File: src/rtl/if_fetch_stage_pkg.sv
// Shared pipeline definitions: NOP encoding, IF/ID bundle, default reset PC.
package if_fetch_stage_pkg;

    localparam int unsigned XLEN       = 32;
    localparam int unsigned WADDR_W    = 30;
    localparam logic [31:0] NOP_INST   = 32'h0000_0013;
    localparam logic [31:0] RESET_PC_DEFAULT = 32'h0000_0000;

    // Contents of the IF/ID pipeline register
    typedef struct packed {
        logic [XLEN-1:0] pc;
        logic [XLEN-1:0] inst;
        logic            valid;
    } ifid_t;

    // IF/ID update selector
    typedef enum logic [1:0] {
        IFID_HOLD   = 2'd0,
        IFID_BUBBLE = 2'd1,
        IFID_LOAD   = 2'd2
    } ifid_ctrl_e;

endpackage

File: src/rtl/if_fetch_stage_if.sv
// Fetch-stage bus bundle: hazard/redirect/freeze from the pipeline, I-cache read
// port, and the IF/ID outputs to decode.
//   master: the fetch stage (drives ICACHE_ren/addr and IFID_*)
//   slave : the surrounding pipeline and I-cache
interface if_fetch_stage_if;
    import if_fetch_stage_pkg::*;

    logic               hazard_stall;
    logic               redirect;
    logic [XLEN-1:0]    redirect_pc;
    logic               DCACHE_stall;
    logic               ICACHE_stall;
    logic [XLEN-1:0]    ICACHE_rdata;
    logic               ICACHE_ren;
    logic [WADDR_W-1:0] ICACHE_addr;
    logic [XLEN-1:0]    IFID_pc;
    logic [XLEN-1:0]    IFID_inst;
    logic               IFID_valid;

    modport master (
        input  hazard_stall, redirect, redirect_pc, DCACHE_stall,
               ICACHE_stall, ICACHE_rdata,
        output ICACHE_ren, ICACHE_addr, IFID_pc, IFID_inst, IFID_valid
    );

    modport slave (
        output hazard_stall, redirect, redirect_pc, DCACHE_stall,
               ICACHE_stall, ICACHE_rdata,
        input  ICACHE_ren, ICACHE_addr, IFID_pc, IFID_inst, IFID_valid
    );

endinterface

File: src/rtl/ifid_pipe_reg.sv
// IF/ID pipeline register with hold / bubble / load control.
// Ports: clk, rst_n (async active-low), ctrl (ifid_ctrl_e), pc_i, inst_i,
//        ifid_o (registered IF/ID bundle).
module ifid_pipe_reg
    import if_fetch_stage_pkg::*;
(
    input  logic            clk,
    input  logic            rst_n,
    input  ifid_ctrl_e      ctrl,
    input  logic [XLEN-1:0] pc_i,
    input  logic [XLEN-1:0] inst_i,
    output ifid_t           ifid_o
);

    ifid_t ifid_d;
    ifid_t ifid_q;

    // Next-state select; bubbles carry NOP so decode needs no valid gating
    always_comb begin
        ifid_d = ifid_q;
        case (ctrl)
            IFID_BUBBLE: ifid_d = '{pc: pc_i, inst: NOP_INST, valid: 1'b0};
            IFID_LOAD:   ifid_d = '{pc: pc_i, inst: inst_i,   valid: 1'b1};
            default:     ifid_d = ifid_q;
        endcase
    end

    always_ff @(posedge clk or negedge rst_n) begin
        if (!rst_n) begin
            ifid_q <= '{pc: '0, inst: NOP_INST, valid: 1'b0};
        end else begin
            ifid_q <= ifid_d;
        end
    end

    assign ifid_o = ifid_q;

endmodule

File: src/rtl/if_fetch_stage.sv
// RV32 instruction-fetch stage: owns the PC and the pending-redirect register,
// drives the I-cache read port and feeds the IF/ID register.
// Ports: clk, rst_n (async active-low), fb (if_fetch_stage_if.master):
//   in : hazard_stall, redirect, redirect_pc, DCACHE_stall, ICACHE_stall, ICACHE_rdata
//   out: ICACHE_ren (= rst_n), ICACHE_addr (= PC[31:2]), IFID_pc/inst/valid
module if_fetch_stage
    import if_fetch_stage_pkg::*;
#(
    parameter logic [31:0] RESET_PC = RESET_PC_DEFAULT
) (
    input  logic                  clk,
    input  logic                  rst_n,
    if_fetch_stage_if.master      fb
);

    logic [XLEN-1:0] pc_q,       pc_d;
    logic            pend_valid_q, pend_valid_d;
    logic [XLEN-1:0] pend_pc_q,  pend_pc_d;
    ifid_ctrl_e      ifid_ctrl;
    ifid_t           ifid;
    logic [XLEN-1:0] redirect_tgt;

    assign redirect_tgt = {fb.redirect_pc[XLEN-1:2], 2'b00};

    // Priority: D-cache freeze > I-cache miss > hazard > redirect > pending redirect > advance
    always_comb begin
        pc_d         = pc_q;
        pend_valid_d = pend_valid_q;
        pend_pc_d    = pend_pc_q;
        ifid_ctrl    = IFID_HOLD;

        if (fb.DCACHE_stall) begin
            // ID is frozen and will re-present any redirect
        end else if (fb.ICACHE_stall) begin
            // Address must stay put until the miss returns; remember the redirect
            if (!fb.hazard_stall) begin
                ifid_ctrl = IFID_BUBBLE;
                if (fb.redirect) begin
                    pend_valid_d = 1'b1;
                    pend_pc_d    = redirect_tgt;
                end
            end
        end else if (fb.hazard_stall) begin
            // Fetched word is dropped and re-read next cycle
        end else if (fb.redirect) begin
            pc_d         = redirect_tgt;
            ifid_ctrl    = IFID_BUBBLE;
            pend_valid_d = 1'b0;
        end else if (pend_valid_q) begin
            // Returned word belongs to the old path
            pc_d         = pend_pc_q;
            ifid_ctrl    = IFID_BUBBLE;
            pend_valid_d = 1'b0;
        end else begin
            pc_d      = pc_q + XLEN'(4);
            ifid_ctrl = IFID_LOAD;
        end
    end

    always_ff @(posedge clk or negedge rst_n) begin
        if (!rst_n) begin
            pc_q         <= RESET_PC;
            pend_valid_q <= 1'b0;
            pend_pc_q    <= '0;
        end else begin
            pc_q         <= pc_d;
            pend_valid_q <= pend_valid_d;
            pend_pc_q    <= pend_pc_d;
        end
    end

    ifid_pipe_reg u_ifid (
        .clk    (clk),
        .rst_n  (rst_n),
        .ctrl   (ifid_ctrl),
        .pc_i   (pc_q),
        .inst_i (fb.ICACHE_rdata),
        .ifid_o (ifid)
    );

    assign fb.ICACHE_ren  = rst_n;
    assign fb.ICACHE_addr = pc_q[XLEN-1:2];
    assign fb.IFID_pc     = ifid.pc;
    assign fb.IFID_inst   = ifid.inst;
    assign fb.IFID_valid  = ifid.valid;

endmodule

File: src/flat_wrapper.sv
// flat-port wrapper written by rule: the top's interface ports become plain ports
module if_fetch_stage_flat import if_fetch_stage_pkg::*;
#(
    parameter logic [31:0] RESET_PC = RESET_PC_DEFAULT
)
  (clk, rst_n, fb_hazard_stall, fb_redirect, fb_redirect_pc, fb_DCACHE_stall, fb_ICACHE_stall, fb_ICACHE_rdata, fb_ICACHE_ren, fb_ICACHE_addr, fb_IFID_pc, fb_IFID_inst, fb_IFID_valid);
  if_fetch_stage_if fb_i ();
  input  logic clk;
  input  logic rst_n;
  input wire logic [$bits(fb_i.hazard_stall)-1:0] fb_hazard_stall;
  input wire logic [$bits(fb_i.redirect)-1:0] fb_redirect;
  input wire logic [$bits(fb_i.redirect_pc)-1:0] fb_redirect_pc;
  input wire logic [$bits(fb_i.DCACHE_stall)-1:0] fb_DCACHE_stall;
  input wire logic [$bits(fb_i.ICACHE_stall)-1:0] fb_ICACHE_stall;
  input wire logic [$bits(fb_i.ICACHE_rdata)-1:0] fb_ICACHE_rdata;
  output wire logic [$bits(fb_i.ICACHE_ren)-1:0] fb_ICACHE_ren;
  output wire logic [$bits(fb_i.ICACHE_addr)-1:0] fb_ICACHE_addr;
  output wire logic [$bits(fb_i.IFID_pc)-1:0] fb_IFID_pc;
  output wire logic [$bits(fb_i.IFID_inst)-1:0] fb_IFID_inst;
  output wire logic [$bits(fb_i.IFID_valid)-1:0] fb_IFID_valid;
  assign fb_i.hazard_stall = fb_hazard_stall;
  assign fb_i.redirect = fb_redirect;
  assign fb_i.redirect_pc = fb_redirect_pc;
  assign fb_i.DCACHE_stall = fb_DCACHE_stall;
  assign fb_i.ICACHE_stall = fb_ICACHE_stall;
  assign fb_i.ICACHE_rdata = fb_ICACHE_rdata;
  assign fb_ICACHE_ren = fb_i.ICACHE_ren;
  assign fb_ICACHE_addr = fb_i.ICACHE_addr;
  assign fb_IFID_pc = fb_i.IFID_pc;
  assign fb_IFID_inst = fb_i.IFID_inst;
  assign fb_IFID_valid = fb_i.IFID_valid;
  if_fetch_stage #(.RESET_PC(RESET_PC)) u_core (.clk(clk), .rst_n(rst_n), .fb(fb_i));
endmodule
File: config.mk
export PLATFORM = sky130hd
export DESIGN_NAME = if_fetch_stage_flat
export DESIGN_NICKNAME = d
export VERILOG_FILES = /design/src/rtl/if_fetch_stage_pkg.sv /design/src/rtl/if_fetch_stage_if.sv /design/src/rtl/ifid_pipe_reg.sv /design/src/rtl/if_fetch_stage.sv /design/src/flat_wrapper.sv
export SDC_FILE = /design/constraint.sdc
export NUM_CORES = 1
export LEC_CHECK = 0
export ABC_AREA = 1
export CORE_MARGIN = 8
export CORE_UTILIZATION = 35
export DETAILED_ROUTE_END_ITERATION = 16
export PLACE_DENSITY_LB_ADDON = 0.2
export SYNTH_ARGS = -nofsm -noshare
export SYNTH_HDL_FRONTEND = slang
export SYNTH_SLANG_ARGS = --single-unit
File: constraint.sdc
create_clock -name clk -period 2.1 [get_ports clk]
set_input_delay 0.42 -clock clk [delete_from_list [all_inputs] [get_ports clk]]
set_output_delay 0.42 -clock clk [all_outputs]
set_load 0.05 [all_outputs]
==> results of run 1 <==
Yosys cell counts, types with 3 or more instances:
library cell	n	area [µm²]
a21oi_1	81	405
dfrtp_1	121	3030
o22a_1	3	26.3
inv_1	70	263
dfstp_2	3	78.8
a22o_1	29	254
xor2_1	4	35.0
nor2_1	66	248
nand3_1	39	195
clkbuf_1	22	82.6
buf_4	34	255
buf_2	9	45.0
a22oi_1	10	75.1
o21ai_0	61	305
a31oi_1	3	18.8
nor2_2	5	31.3
buf_6	4	45.0
nor2_4	8	90.1
nand2_4	4	45.0
nand2_1	152	571
area by class of cell:
| cell class | count | area (µm²) | share of cell area |
|---|---|---|---|
| sequential | 124 | 3110 | 0.366 |
| multi-input combinational | 479 | 2430 | 0.286 |
| timing repair buffer | 187 | 1820 | 0.215 |
| clock buffer | 26 | 489 | 0.0577 |
| tap | 225 | 282 | 0.0332 |
| inverter | 72 | 273 | 0.0322 |
| clock inverter | 6 | 85.1 | 0.0100 |
cells by family (layout without fill, tap and decap cells):
family	count (synthesis)	in the layout	synth area share
and+or+nand+nor	279	279	0.195
AOI/OAI and AO/OA	191	191	0.180
buffers and inverters	143	291	0.113
DFF	124	124	0.499
xor gates and xnor gates	4	4	0.00563
adders and majority gates	2	2	0.00402
other	1	2	0.000603
muxes	1	1	0.00181
metal layers:
metal	GRT usage	vias up	routed length [µm]
li1	-	2678	-
met1	0.241	2569	9210
met2	0.257	181	8390
met3	0.0528	15	1420
met4	0.0505	0	225
met5	0	-	0
layout by cell type, fill, tap and decap left out, types with 7 or more instances in the layout:
| cell type | instances |
|---|---|
| nand2_1 | 151 |
| clkdlybuf4s50_1 | 122 |
| dfrtp_1 | 121 |
| a21oi_1 | 81 |
| inv_1 | 68 |
| nor2_1 | 65 |
| o21ai_0 | 61 |
| buf_4 | 47 |
| nand3_1 | 39 |
| a22o_1 | 29 |
| clkbuf_16 | 17 |
| a22oi_1 | 10 |
| nor2_4 | 8 |
| buf_12 | 7 |
sequential cells by signal, indices dropped and copies added (netlist names):
register,count
u_core.pc_q,30
u_core.pend_pc_q,30
u_core.pend_valid_q,1
u_core.u_ifid.ifid_o,63
stage by stage:
stage          worst slack, ns  instance area [µm²]  utilization
6_report                0.0645                 8480        0.489
5_1_grt                 0.0149                 8480        0.489
4_1_cts               0.000591                 8470        0.488
3_5_place_dp            -0.248                 7910        0.456
3_3_place_gp            -0.220                 7910        0.456
2_1_floorplan          -0.0372                 6260            -
timing repair:
item / in CTS / in global routing
resized for setup: 6 / 4
setup buffers: 0 / 0
hold buffers: 0 / 0
pin swaps: 0 / 0
endpoints found under the setup margin: 6 / 4
hold endpoints to repair: 0 / 0
worst max path at each step:
| stage | from | end | slack (ns) | cells after the start |
|---|---|---|---|---|
| 2_1_floorplan | fb_DCACHE_stall | u_core.u_ifid.ifid_o[25]$_DFFE_PN0P_ | -0.04 | 14 |
| 3_3_place_gp | fb_DCACHE_stall | u_core.u_ifid.ifid_o[21]$_DFFE_PN0P_ | -0.22 | 9 |
| 3_5_place_dp | fb_DCACHE_stall | u_core.u_ifid.ifid_o[19]$_DFFE_PN0P_ | -0.25 | 9 |
| 4_1_cts | u_core.pc_q[9]$_DFFE_PN0P_ | fb_ICACHE_addr[7] | 0.0006 | 1 |
| 5_1_grt | u_core.u_ifid.ifid_o[48]$_DFFE_PN0P_ | fb_IFID_pc[15] | 0.01 | 1 |
| 6_report | u_core.u_ifid.ifid_o[63]$_DFFE_PN0P_ | fb_IFID_pc[30] | 0.06 | 1 |
power by group:
group	leakage (nW)	internal, mW	total (mW)	switching [mW]
registers	1.50	2.79	3.12	0.335
logic	2.29	0.932	2.94	2.01
clock network	0.275	1.84	2.88	1.04
total	4.06	5.56	8.93	3.38
==> results.json, run 1 <==
{
  "cts_buffer_depth": 2,
  "critPathSlowestCell": "clkdlybuf4s50_1",
  "place.gp.congestion": 0.863,
  "status": "finished, final reports clean",
  "cap_violations": 0,
  "antenna_found_initial": 0,
  "clk-insertion-delay-late_ns": 0.42,
  "vias": 5443,
  "area_growth_pct": 36.4,
  "cp_max_fo": 2,
  "clock_sinks": 124,
  "path_buf_inv": 1,
  "grt_pass1_vias": 5340,
  "clockRootBuffer": "clkbuf_16",
  "io_buffers": 161,
  "die_h_um": 149,
  "die-width_um": 149,
  "grt_setup_unrepaired": "false",
  "required_ns": 1.68,
  "fmax_mhz": 491,
  "ff2ff_setup_slack_ns": 0.23,
  "first_iter_violations": 283,
  "skew_ns": 0.00677,
  "drc_errors": 0,
  "routed_wirelength_mm": 19.2,
  "slew_headroom": 0.542,
  "fillers": 1704,
  "netlist_instances": 745,
  "avgSynthCellArea_um2": 8.35,
  "rows": 48,
  "diodes": 0,
  "grt-ovfl-total": 0,
  "synth-seq-area-share": 0.499,
  "path_cells": "clkdlybuf4s50_1",
  "syn-cell-area_um2": 6220,
  "finalCriticalPeriod_ns": 2.04,
  "endpoint_kind": "output port",
  "drv_slew": 0,
  "ys_warn_count": 0,
  "start_util": 0.358,
  "r2r_start": "u_core.pend_valid_q$_DFFE_PN0P_",
  "start_kind": "register",
  "worstMarginPinSlew_ns": 0.687,
  "cp_data_arrival_time_ns": 1.62,
  "fin_nets": 953,
  "vias_per_cell": 4.86,
  "powerDensity_nw_per_um2": 1050,
  "hold_class": "input port to asynchronous set/reset pin",
  "synthDistinctLibCells": 33,
  "finalSetupTns_ns": 0,
  "cts_tree": "yes",
  "first_pass_iters": 5,
  "hold_violations": 0,
  "ant_nets": 0,
  "reg2reg_depth": 7,
  "dieArea_um2": 22300,
  "p_total_mw": 8.93,
  "cts_inserted_buffers": 17,
  "cpPeakStageDelay_ns": 0.85,
  "grt_use_total": 0.174,
  "ir_drop_mv": 0.585,
  "htree_num_levels": 4,
  "synth_edf_count": 0,
  "synth_ff_type": "dfrtp_1",
  "hpwl_mm": 14.2,
  "grt_pass1_wl_mm": 30.1,
  "layoutNonFillerInstCount": 1119,
  "routedWlPerCell_um": 17.2,
  "p_leak_nw": 4.06,
  "cpLargestDelayFamily": "buffers and inverters",
  "whs_ns": 0.176,
  "timing.final.crit_share": 0.969,
  "grt_max_degree": 125,
  "io_pins": 166,
  "ys_async_sr_fraction": 1.00,
  "core_um2": 17400,
  "setup_viol": 0,
  "clk_pin_slew_ns": 0.05,
  "drive_gt1_frac": 0.126,
  "reg2reg_to": "u_core.u_ifid.ifid_o[19]$_DFFE_PN0P_",
  "yosys_register_bits": 124,
  "dp_cells": 1087,
  "crit_type": "register to output port"
}
Note: power is estimated with default switching activity, not from simulation.
==> run 2: changes to the inputs <==
Settings changed: ABC_CLOCK_PERIOD_IN_PS set to 2100.
==> results of run 2 <==
No change in the layout: final DEF, timing and power equal those of run 1.
==> run 3: changes to the inputs <==
Settings changed: CORE_MARGIN 8 to 2.
==> run 3 against run 2 <==
Cell count shrank 0.27%. Critical path depth is the same. Hold slack lost 0.023 ns. Combinational power is essentially flat. Clock power grew 4%. Via count shrank 0.39%. Clock skew shrank 0.00075 ns.
==> results.json, run 3 (synthesis results as in run 1) <==
{
  "cp_data_arrival_time_ns": 1.66,
  "drc_errors": 0,
  "crit_type": "register to output port",
  "skew_ns": 0.00602,
  "first_pass_iters": 5,
  "p_sw_mw": 3.35,
  "combinationalPowerShare": 0.325,
  "clock_power_share": 0.331,
  "die_h_um": 137,
  "start_util": 0.358,
  "io_pins": 166,
  "cts_inserted_buffers": 17,
  "final_common_cell": "nand2_1",
  "path_cells": "clkdlybuf4s50_1",
  "slew_headroom": 0.544,
  "grt_pass1_wl_mm": 28.4,
  "cap_violations": 0,
  "endpoint_kind": "output port",
  "required_ns": 1.68,
  "clockRootBuffer": "clkbuf_16",
  "grt_use_total": 0.197,
  "cts_tree": "yes",
  "dpl-instance-area_um2": 7890,
  "critPathSlowestCell": "clkdlybuf4s50_1",
  "grt_max_degree": 125,
  "start_kind": "register",
  "p_leak_nw": 4.03,
  "cpLargestDelayFamily": "buffers and inverters",
  "grt_pass1_vias": 5191,
  "drv_slew": 0,
  "rows": 48,
  "swShare": 0.371,
  "fin_nets": 950,
  "cpPeakStageDelay_ns": 0.83,
  "finalCriticalPeriod_ns": 2.08,
  "io_buffers": 161,
  "vias_per_cell": 4.86,
  "first_iter_violations": 322,
  "final_cell_mix": "151 x nand2_1, 127 x clkdlybuf4s50_1, 121 x dfrtp_1",
  "antenna_found_initial": 0,
  "routed_wirelength_mm": 17.9,
  "layout_setup_ws_ns": 0.0227,
  "powerDensity_nw_per_um2": 1060,
  "diodes": 0,
  "fmax_mhz": 481,
  "grt_setup_unrepaired": "false",
  "area_growth_pct": 36.5,
  "place.gp.congestion": 0.845,
  "routedWlPerCell_um": 16.1,
  "p_seq_frac": 0.345,
  "largest_register_ffs": 63,
  "dieArea_um2": 18900,
  "pre_cts_ws_ns": -0.225,
  "clk-insertion-delay-late_ns": 0.42,
  "cts_buffer_depth": 2,
  "grt-ovfl-total": 0,
  "ir_drop_mv": 0.636,
  "die-width_um": 137,
  "setup_viol": 0,
  "status": "finished, final reports clean",
  "vias": 5422,
  "hpwl_mm": 12.9,
  "internal-power_mw": 5.67,
  "clock_sinks": 124,
  "htree_num_levels": 4,
  "drive_gt1_frac": 0.114,
  "hold_class": "input port to asynchronous set/reset pin",
  "path_buf_inv": 1,
  "timing.final.crit_share": 0.989,
  "ant_nets": 0,
  "hold_violations": 0,
  "clk_pin_slew_ns": 0.05,
  "fin_area_um2": 8490,
  "cp_max_fo": 4,
  "core_um2": 17400,
  "worstMarginPinSlew_ns": 0.684
}
## run 3: cell count changes in the layout (fill, tap and decap cells not counted)
cell | before | now
dlymetal6s2s_1 | 4 | 3
buf_12 | 7 | 6
bufinv_16 | 2 | 3
clkbuf_1 | 6 | 5
clkdlybuf4s50_1 | 122 | 127
buf_4 | 47 | 36
dlygate4sd2_1 | 6 | 11
## run 3: cell type report
class | instances | area [µm²]
repair buffers | 184 | 1800
fillers | 1740 | 8870
well taps | 225 | 282
clock inverters | 7 | 115
multi-input cells | 479 | 2430
flip-flops and latches | 124 | 3110
inverters | 72 | 273
clock buffers | 25 | 485
## run 3: what timing repair did
item	4_1_cts	5_1_grt
setup endpoints to repair	11	3
setup buffers	0	0
gates resized for setup	11	3
hold buffers	0	0
## run 3: power by group through the flow
stage	Combinational, mW	Clock [mW]	Sequential (mW)
2_1_floorplan	1.49	0	3.64
3_3_place_gp	2.96	0	3.14
3_5_place_dp	2.97	0	3.15
4_1_cts	2.95	3.05	3.11
5_1_grt	3.16	3.15	3.17
6_report	2.93	2.99	3.11
## run 3: stage by stage
stage	hold WS [ns]	power, mW	setup TNS [ns]	instances	util
3_3_place_gp	0.466	6.10	-8.44	1084	0.455
5_1_grt	0.245	9.47	0	1116	0.489
4_1_cts	0.231	9.11	0	1116	0.489
3_5_place_dp	0.465	6.12	-9.54	1084	0.455
6_report	0.154	9.02	0	1116	0.489
2_1_floorplan	0.124	5.13	-0.579	746	-
## run 3: routing by layer
| layer | up-vias | routed length (µm) | GRT usage |
|---|---|---|---|
| met2 | 189 | 7660 | 0.291 |
| met1 | 2523 | 8660 | 0.276 |
| met3 | 25 | 1260 | 0.0511 |
| met4 | 0 | 368 | 0.0739 |
| li1 | 2685 | - | - |
| met5 | - | 0 | 0 |
## run 3: worst paths after layout
| check | from | endpoint | slack, ns | cells after the start |
|---|---|---|---|---|
| setup / recovery | u_core.pc_q[5]$_DFFE_PN0P_ | fb_ICACHE_addr[3] | 0.02 | 1 |
| hold / removal | rst_n | u_core.u_ifid.ifid_o[14]$_DFFE_PN0P_ | 0.15 | 2 |
| setup reg to reg | u_core.pend_valid_q$_DFFE_PN0P_ | u_core.u_ifid.ifid_o[6]$_DFFE_PN0P_ | 0.25 | 7 |
| hold reg to reg | u_core.u_ifid.ifid_o[47]$_DFFE_PN0P_ | u_core.u_ifid.ifid_o[47]$_DFFE_PN0P_ | 0.48 | 2 |
| max in group asynchronous | rst_n | u_core.pc_q[24]$_DFFE_PN0P_ | 1.42 | 2 |
| min in group clk | fb_redirect | u_core.pc_q[11]$_DFFE_PN0P_ | 0.35 | 4 |
